**src/rtl/pipeline_hazard_ctrl.sv**
```systemverilog
// Stall/flush sequencer for the 5-stage pipeline: load-use detection, 2-bit branch predictor,
// EX-stage branch resolution and PC redirect. Optional perf counters under PIPE_PERF_CNT_EN.
module pipeline_hazard_ctrl #(
  parameter logic [1:0] PRED_INIT = 2'b11
`ifdef PIPE_PERF_CNT_EN
  , parameter int unsigned CNT_W = 32
`endif
) (
  input  logic        clk_i,
  input  logic        rst_i,
  input  logic [4:0]  id_rs1_i,
  input  logic [4:0]  id_rs2_i,
  input  logic        id_branch_i,
  input  logic        ex_memread_i,
  input  logic [4:0]  ex_rd_i,
  input  logic        ex_branch_i,
  input  logic        ex_predict_i,
  input  logic        ex_taken_i,
  input  logic [31:0] ex_T_pc_i,
  input  logic [31:0] ex_NT_pc_i,
  input  logic        mem_stall_i,
  output logic        pc_write_o,
  output logic        ifid_write_o,
  output logic        ifid_flush_o,
  output logic        idex_flush_o,
  output logic        predict_o,
  output logic        redirect_o,
  output logic [31:0] redirect_pc_o
`ifdef PIPE_PERF_CNT_EN
  , output logic [CNT_W-1:0] stall_cnt_o,
  output logic [CNT_W-1:0] flush_cnt_o,
  output logic [CNT_W-1:0] branch_cnt_o
`endif
);

  typedef enum logic [1:0] {
    SNT = 2'b00,
    WNT = 2'b01,
    WT  = 2'b10,
    ST  = 2'b11
  } pred_state_e;

  pred_state_e state_q, state_d;
  logic        mispredict;
  logic        load_use;

  always_ff @(posedge clk_i or negedge rst_i) begin
    if (!rst_i) state_q <= pred_state_e'(PRED_INIT);
    else        state_q <= state_d;
  end

  always_comb begin
    mispredict    = ex_branch_i & (ex_predict_i != ex_taken_i);
    load_use      = ex_memread_i & (ex_rd_i != 5'd0) &
                    ((ex_rd_i == id_rs1_i) | (ex_rd_i == id_rs2_i));
    state_d       = state_q;
    pc_write_o    = 1'b1;
    ifid_write_o  = 1'b1;
    ifid_flush_o  = 1'b0;
    idex_flush_o  = 1'b0;
    redirect_o    = 1'b0;
    redirect_pc_o = ex_NT_pc_i;
    predict_o     = id_branch_i & state_q[1];

    if (ex_branch_i && !mem_stall_i) begin
      unique case (state_q)
        SNT: state_d = ex_taken_i ? WNT : SNT;
        WNT: state_d = ex_taken_i ? WT  : SNT;
        WT:  state_d = ex_taken_i ? ST  : WNT;
        ST:  state_d = ex_taken_i ? ST  : WT;
        default: state_d = state_q;
      endcase
    end

    if (mem_stall_i) begin
      pc_write_o   = 1'b0;
      ifid_write_o = 1'b0;
    end else if (mispredict) begin
      // The ID instruction is squashed, so a coincident load-use hazard is moot.
      redirect_o    = 1'b1;
      redirect_pc_o = ex_taken_i ? ex_T_pc_i : ex_NT_pc_i;
      ifid_flush_o  = 1'b1;
      idex_flush_o  = 1'b1;
    end else if (load_use) begin
      pc_write_o   = 1'b0;
      ifid_write_o = 1'b0;
      idex_flush_o = 1'b1;
    end
  end

`ifdef PIPE_PERF_CNT_EN
  localparam logic [CNT_W-1:0] CNT_ONE = {{(CNT_W-1){1'b0}}, 1'b1};

  always_ff @(posedge clk_i or negedge rst_i) begin
    if (!rst_i) begin
      stall_cnt_o  <= '0;
      flush_cnt_o  <= '0;
      branch_cnt_o <= '0;
    end else if (!mem_stall_i) begin
      if (!mispredict && load_use) stall_cnt_o <= stall_cnt_o + CNT_ONE;
      if (mispredict)              flush_cnt_o <= flush_cnt_o + CNT_ONE;
      if (ex_branch_i)             branch_cnt_o <= branch_cnt_o + CNT_ONE;
    end
  end
`endif

endmodule
```
**config.mk**
```make
export PLATFORM = sky130hd
export DESIGN_NAME = pipeline_hazard_ctrl
export DESIGN_NICKNAME = d
export VERILOG_FILES = /design/src/rtl/pipeline_hazard_ctrl.sv
export SDC_FILE = /design/constraint.sdc
export NUM_CORES = 1
export LEC_CHECK = 0
export CAP_MARGIN = 25
export CORE_MARGIN = 4
export CORE_UTILIZATION = 18
export DETAILED_ROUTE_END_ITERATION = 8
export HOLD_SLACK_MARGIN = 0.1
export PLACE_DENSITY = 0.8
export SETUP_SLACK_MARGIN = 0.05
export SLEW_MARGIN = 15
export SYNTH_ARGS = -nofsm -noshare
export SYNTH_HDL_FRONTEND = slang
export SYNTH_SLANG_ARGS = --single-unit
```
**constraint.sdc**
```tcl
create_clock -name clk_i -period 1.3 [get_ports clk_i]
set_clock_uncertainty 0.15 [all_clocks]
set_input_delay 0.13 -clock clk_i [delete_from_list [all_inputs] [get_ports clk_i]]
set_output_delay 0.13 -clock clk_i [all_outputs]
set_load 0.02 [all_outputs]
```
After elaboration in Yosys (flattened, before gate mapping) --
Cells that the tools add are included.
Storage, ports and cells: register bits after elaboration 2, latch bits 0, RAM bits 0, bits in read-only memories 0, word-level logic and storage cells 32, memories kept 0
Cells by class: add/sub/neg operators 0, $mul 0, divide/modulo/power cells 0, magnitude comparators 0, eq/ne operators 6, shift operators 0, multiplexer cells 16, bitwise operators 5, reduce and logical (&&, ||, !) cells 4
Operators by type and width (count):
- 2-to-1 mux 32 bit | 3
- == test 5 bit | 2
- 2-to-1 mux 1 bit | 10
- one-hot mux 2 bit (4 select lines) | 1
- nonzero test 5 bit | 1
- AND 1 bit | 4
- == test 2 bit (second input constant) | 2
- 2-to-1 mux 2 bit | 2
- == test 2 x 1 -> 1 bit (second input constant) | 1
- logical NOT 2 bit | 1
- logical AND 1 bit | 1
- logical NOT 1 bit | 1
- != test 1 bit | 1
- bitwise OR 1 bit | 1

Longest topological paths before layout --
depth in word-level cells 6, mapped depth 5

Least setup slack after synthesis --
No wires, ideal clock.
path type input port to output port, from input port ex_rd_i[1], to output port pc_write_o, arrival 1.495 ns, data required time 1.020 ns, path slack -0.475 ns, stages on the path 5, cells stage by stage or4_1 o21ai_2 nor2_1 a21oi_1 buf_4
Between the ends: longest elaborated chain between the ends 6, elaborated cells on any way between the ends 9
Ends and longest elaborated chain:
- start, declared | line 15 | input logic [4:0] ex_rd_i,
- == test 5 bit / nonzero test 5 bit (equally long branches) | line 55, 54
- bitwise OR 1 bit / AND 1 bit (equally long branches) | line 55, 54
- AND 1 bit (*) | line 54 | load_use = ex_memread_i & (ex_rd_i != 5'd0) &
- 2-to-1 mux 1 bit (*) (3 in series)
- end, declared | line 22 | output logic pc_write_o,
Mark *: on every way between the ends. The rest lies on a longest branch, timed or not.

Worst setup path in the final report --
from input port mem_stall_i, to output port redirect_pc_o[13]
Between the ends: longest elaborated chain between the ends 1
Ends and longest elaborated chain:
- start, declared | line 21 | input logic mem_stall_i,
- 2-to-1 mux 32 bit | line 75 | if (mem_stall_i) begin
- end, declared | line 28 | output logic [31:0] redirect_pc_o
Every way passes these cells.

==> results_tabular.tex <==
\begin{tabular}{lr}
\hline
Metric & Value \\
\hline
\multicolumn{2}{l}{\textbf{Outcome}} \\
Result of the run & finished, violations left \\
Violations in the final reports & negative setup slack \\
\multicolumn{2}{l}{\textbf{Logic synthesis}} \\
Post-synthesis average cell area & 8.97 µm² \\
EDFF count, synth & 0 \\
Share of the synthesized netlist area taken by xor and xnor gates & 0.141 \\
Asr flop ratio synth & 1.00 \\
Post-Syn Instances & 76 \\
Adder-cell share of the synthesized area & 0 \\
Mux contribution to synthesized area & 0.528 \\
Share of the yosys chip area belonging to registers & 0.0771 \\
Synth top cells by count & sky130\_fd\_sc\_hd\_\_mux2\_1, sky130\_fd\_sc\_hd\_\_xnor2\_1, sky130\_fd\_sc\_hd\_\_nand2\_1, sky130\_fd\_sc\_hd\_\_buf\_4, sky130\_fd\_sc\_hd\_\_nor2\_1 \\
Number of synthesized register bits & 2 \\
Most common flop cell mapped by yosys & sky130\_fd\_sc\_hd\_\_dfstp\_2 \\
Largest area contributor in the netlist & sky130\_fd\_sc\_hd\_\_mux2\_1 \\
Most frequent cell after synthesis & sky130\_fd\_sc\_hd\_\_mux2\_1 \\
Main area contributors after synthesis & sky130\_fd\_sc\_hd\_\_mux2\_1, sky130\_fd\_sc\_hd\_\_xnor2\_1, sky130\_fd\_sc\_hd\_\_dfstp\_2, sky130\_fd\_sc\_hd\_\_buf\_4, sky130\_fd\_sc\_hd\_\_nand2\_1 \\
Yosys top cell area share & 0.528 \\
Post-synthesis simple-gate area fraction & 0.112 \\
Count of synthesis-stage warnings from yosys & 0 \\
Total standard cell area after synthesis & 682 µm² \\
Post-synthesis compound-gate area fraction & 0.0807 \\
Number of unique standard cell types used by synthesis & 20 \\
Net Count, Synth & 163 \\
Combinational family with the most area after synthesis & multiplexers \\
\multicolumn{2}{l}{\textbf{Placement}} \\
Area after DPL & 0.00219 mm² \\
Post-DP HPWL & 3480 µm \\
Gp weighted congestion & 0.868 \\
Placed cells & 256 \\
Buffers added on ports & 124 \\
\multicolumn{2}{l}{\textbf{Power}} \\
Max IR drop VDD & 0.223 mV \\
Cell Int Power & 0.000827 W \\
Portion of total power attributed to the clock network & 0.207 \\
Sequential share of power & 0.075 \\
Gate power share & 0.718 \\
Leakage dissipation & 1.17 nW \\
Switching power total & 0.000370 W \\
Switch share & 0.309 \\
Power density over cell area & 481 mW/mm² \\
\multicolumn{2}{l}{\textbf{Drt}} \\
Overall via count from detail\_route & 1199 \\
Wire length reported by the detailed router & 4890 µm \\
Vias per std cell & 4.42 \\
\# DRC & 0 \\
First-pass iteration count of the detailed router & 4 \\
Detail Route Antenna Nets & 0 \\
Post-DR wirelength/cell & 18.0 µm \\
Violation count after the first detailed-routing iteration & 15 \\
\multicolumn{2}{l}{\textbf{STA}} \\
Final worst slack & -0.285 ns \\
Min cycle time layout & 1.59 ns \\
Total Negative Setup Slacks & -8.99 ns \\
Setup repair after global routing missed its margin & yes \\
Post-route worst hold slack & 0.118 ns \\
Slew HR & 0.889 \\
Setup-violating endpoint count in the final report & 35 \\
Hold violation total from the final report & 0 \\
Final cycle utilization of the critical path & 1.22 \\
Upper clock frequency limit & 631 MHz \\
Transition at the pin with the smallest max-transition slack & 0.167 ns \\
Number of slew-limit violations in the final report & 0 \\
\multicolumn{2}{l}{\textbf{Layout}} \\
Layout cell share with drive strength beyond 1 & 0.534 \\
Largest registers & state\_q: 2 flops \\
Fillcell total & 271 \\
Finished layout cell area & 0.00249 mm² \\
Sequential cell area & 52.6 µm² \\
Area used by multi-input combinational logic & 796 µm² \\
Max reg flops & 2 \\
Number of standard cells in the layout, taps in and fillers out & 271 \\
Register bank with the most flops & state\_q \\
Area delta synth->final & 265\% \\
Antenna cell count & 0 \\
Net count reported at finish & 312 \\
\multicolumn{2}{l}{\textbf{Global routing}} \\
Pin count of the biggest net entering global routing & 9 \\
Number of global-route vias before repair & 1265 \\
Initial antenna violation count & 0 \\
Total grt overflow & 0 \\
GRT Resource Usage Total & 0.195 \\
First-pass GRT wire length & 7400 µm \\
\multicolumn{2}{l}{\textbf{Setup path}} \\
Worst Path Class, Setup & in -> out \\
Worst-path maximum fanout & 8 \\
Data required time at the worst endpoint & 1.02 ns \\
Critical Path Sink Type & output port \\
CP most frequent cell & sky130\_fd\_sc\_hd\_\_buf\_6 \\
Arrival time at the worst endpoint & 1.31 ns \\
Ordered cell list for the critical path & buf\_8 -> nor2b\_4 -> nand2\_2 -> nor2\_4 -> buf\_6 -> buf\_12 -> mux2\_4 -> buf\_6 \\
Max incr delay on CP & 0.31 ns \\
Critical Path Source Type & input pin \\
Critical Path Slowest Stage Cell & sky130\_fd\_sc\_hd\_\_mux2\_4 \\
\multicolumn{2}{l}{\textbf{Floorplanning}} \\
Standard cell core area & 0.00366 mm² \\
Row count & 22 \\
Die extent in x & 69.6 µm \\
Die Footprint & 0.00484 mm² \\
Number of primary I/O pins & 125 \\
Effective utilization at floorplan & 0.186 \\
Chip height & 69.6 µm \\
\multicolumn{2}{l}{\textbf{Clocking}} \\
TritonCTS clock tree & done \\
Clock-pin slew on the worst setup and hold paths & 0.03 ns \\
Total CTS buffers & 3 \\
Number of buffers inserted by hold repair at cts & 0 \\
Insertion delay to the later sink of the worst-skew pair & 0.21 ns \\
CTS max path bufs & 2 \\
Clock Sinks & 2 \\
CTS Root Cell & sky130\_fd\_sc\_hd\_\_clkbuf\_8 \\
H-Tree Depth & 1 \\
\multicolumn{2}{l}{\textbf{Min path}} \\
Min-Delay Path Class & in -> async \\
\multicolumn{2}{l}{\textbf{Run}} \\
Max-capacitance violation count & 0 \\
\hline
\end{tabular}
-- cell usage in the layout (no fill, tap or decap), types with 3 or more instances in the layout --
master,Yosys,final
sky130_fd_sc_hd__buf_2,0,6
sky130_fd_sc_hd__mux2_4,0,32
sky130_fd_sc_hd__clkbuf_8,0,3
sky130_fd_sc_hd__dlygate4sd2_1,0,3
sky130_fd_sc_hd__buf_4,5,17
sky130_fd_sc_hd__buf_6,0,42
sky130_fd_sc_hd__clkdlybuf4s50_1,0,67
sky130_fd_sc_hd__dlymetal6s2s_1,0,8
sky130_fd_sc_hd__buf_12,0,4
sky130_fd_sc_hd__nor2_4,0,3
sky130_fd_sc_hd__xnor2_1,11,10
sky130_fd_sc_hd__nand2_1,6,5
-- final timing paths --
kind | from | to | slack, ns | cells after the start
hold / removal | rst_i | state_q[0] | 0.12 | 1
max in group asynchronous | rst_i | state_q[1] | 0.86 | 1
setup reg to reg | state_q[0] | state_q[0] | 0.26 | 4
setup / recovery | mem_stall_i | redirect_pc_o[13] | -0.29 | 8
hold reg to reg | state_q[0] | state_q[1] | 0.36 | 2
min in group clk_i | ex_taken_i | state_q[0] | 0.24 | 5
-- worst max-delay path: cells and delay by family --
family,cells,cell delay [ns]
and+or+nand+nor,3,0.35
buffers and inverters,4,0.50
muxes,1,0.31
-- kinds of logic after synthesis --
family                 count (synthesis)
flip-flops                             2
XOR/XNOR                              11
AND/OR/NAND/NOR                       16
AO/OA/AOI/OAI                          9
buffers and inverters                  6
multiplexers                          32
-- area by class of cell --
cell class                 instances  area share
multi-input combinational         68       0.320
inverter                           1     0.00151
tap                               48      0.0242
sequential                         2      0.0211
timing repair buffer             149       0.617
clock buffer                       3      0.0166
-- power groups by stage --
stage | registers, W | logic [W] | clock network [W]
global placement | 0.0000888 | 0.000765 | 0
finish | 0.0000897 | 0.000859 | 0.000248
floorplan | 0.0000877 | 0.000307 | 0
global route | 0.0000912 | 0.000905 | 0.000261
detailed placement | 0.0000895 | 0.000772 | 0
CTS | 0.0000893 | 0.000840 | 0.000255
-- metrics by stage --
step            util  worst slack, ns  power, W
6_report       0.679           -0.285   0.00120
5_1_grt        0.679           -0.356   0.00126
4_1_cts        0.672           -0.315   0.00118
3_5_place_dp   0.598            -1.09  0.000862
3_3_place_gp   0.598            -1.10  0.000854
2_1_floorplan      -           -0.302  0.000395
-- routing by layer --
layer	wire (µm)	GRT usage	share of wire	vias up
met4	69	0.0521	0.014	0
met5	0	0	0	-
li1	-	-	-	563
met3	592	0.0841	0.12	6
met2	2610	0.359	0.53	79
met1	1610	0.200	0.33	551
-- timing repair --
item,4_1_cts,5_1_grt
cloned,3,0
pin swaps,12,20
resized for setup,266,25
endpoints found under the setup margin,40,37
buffers inserted,10,2
Power figures use the tool's default switching activity.
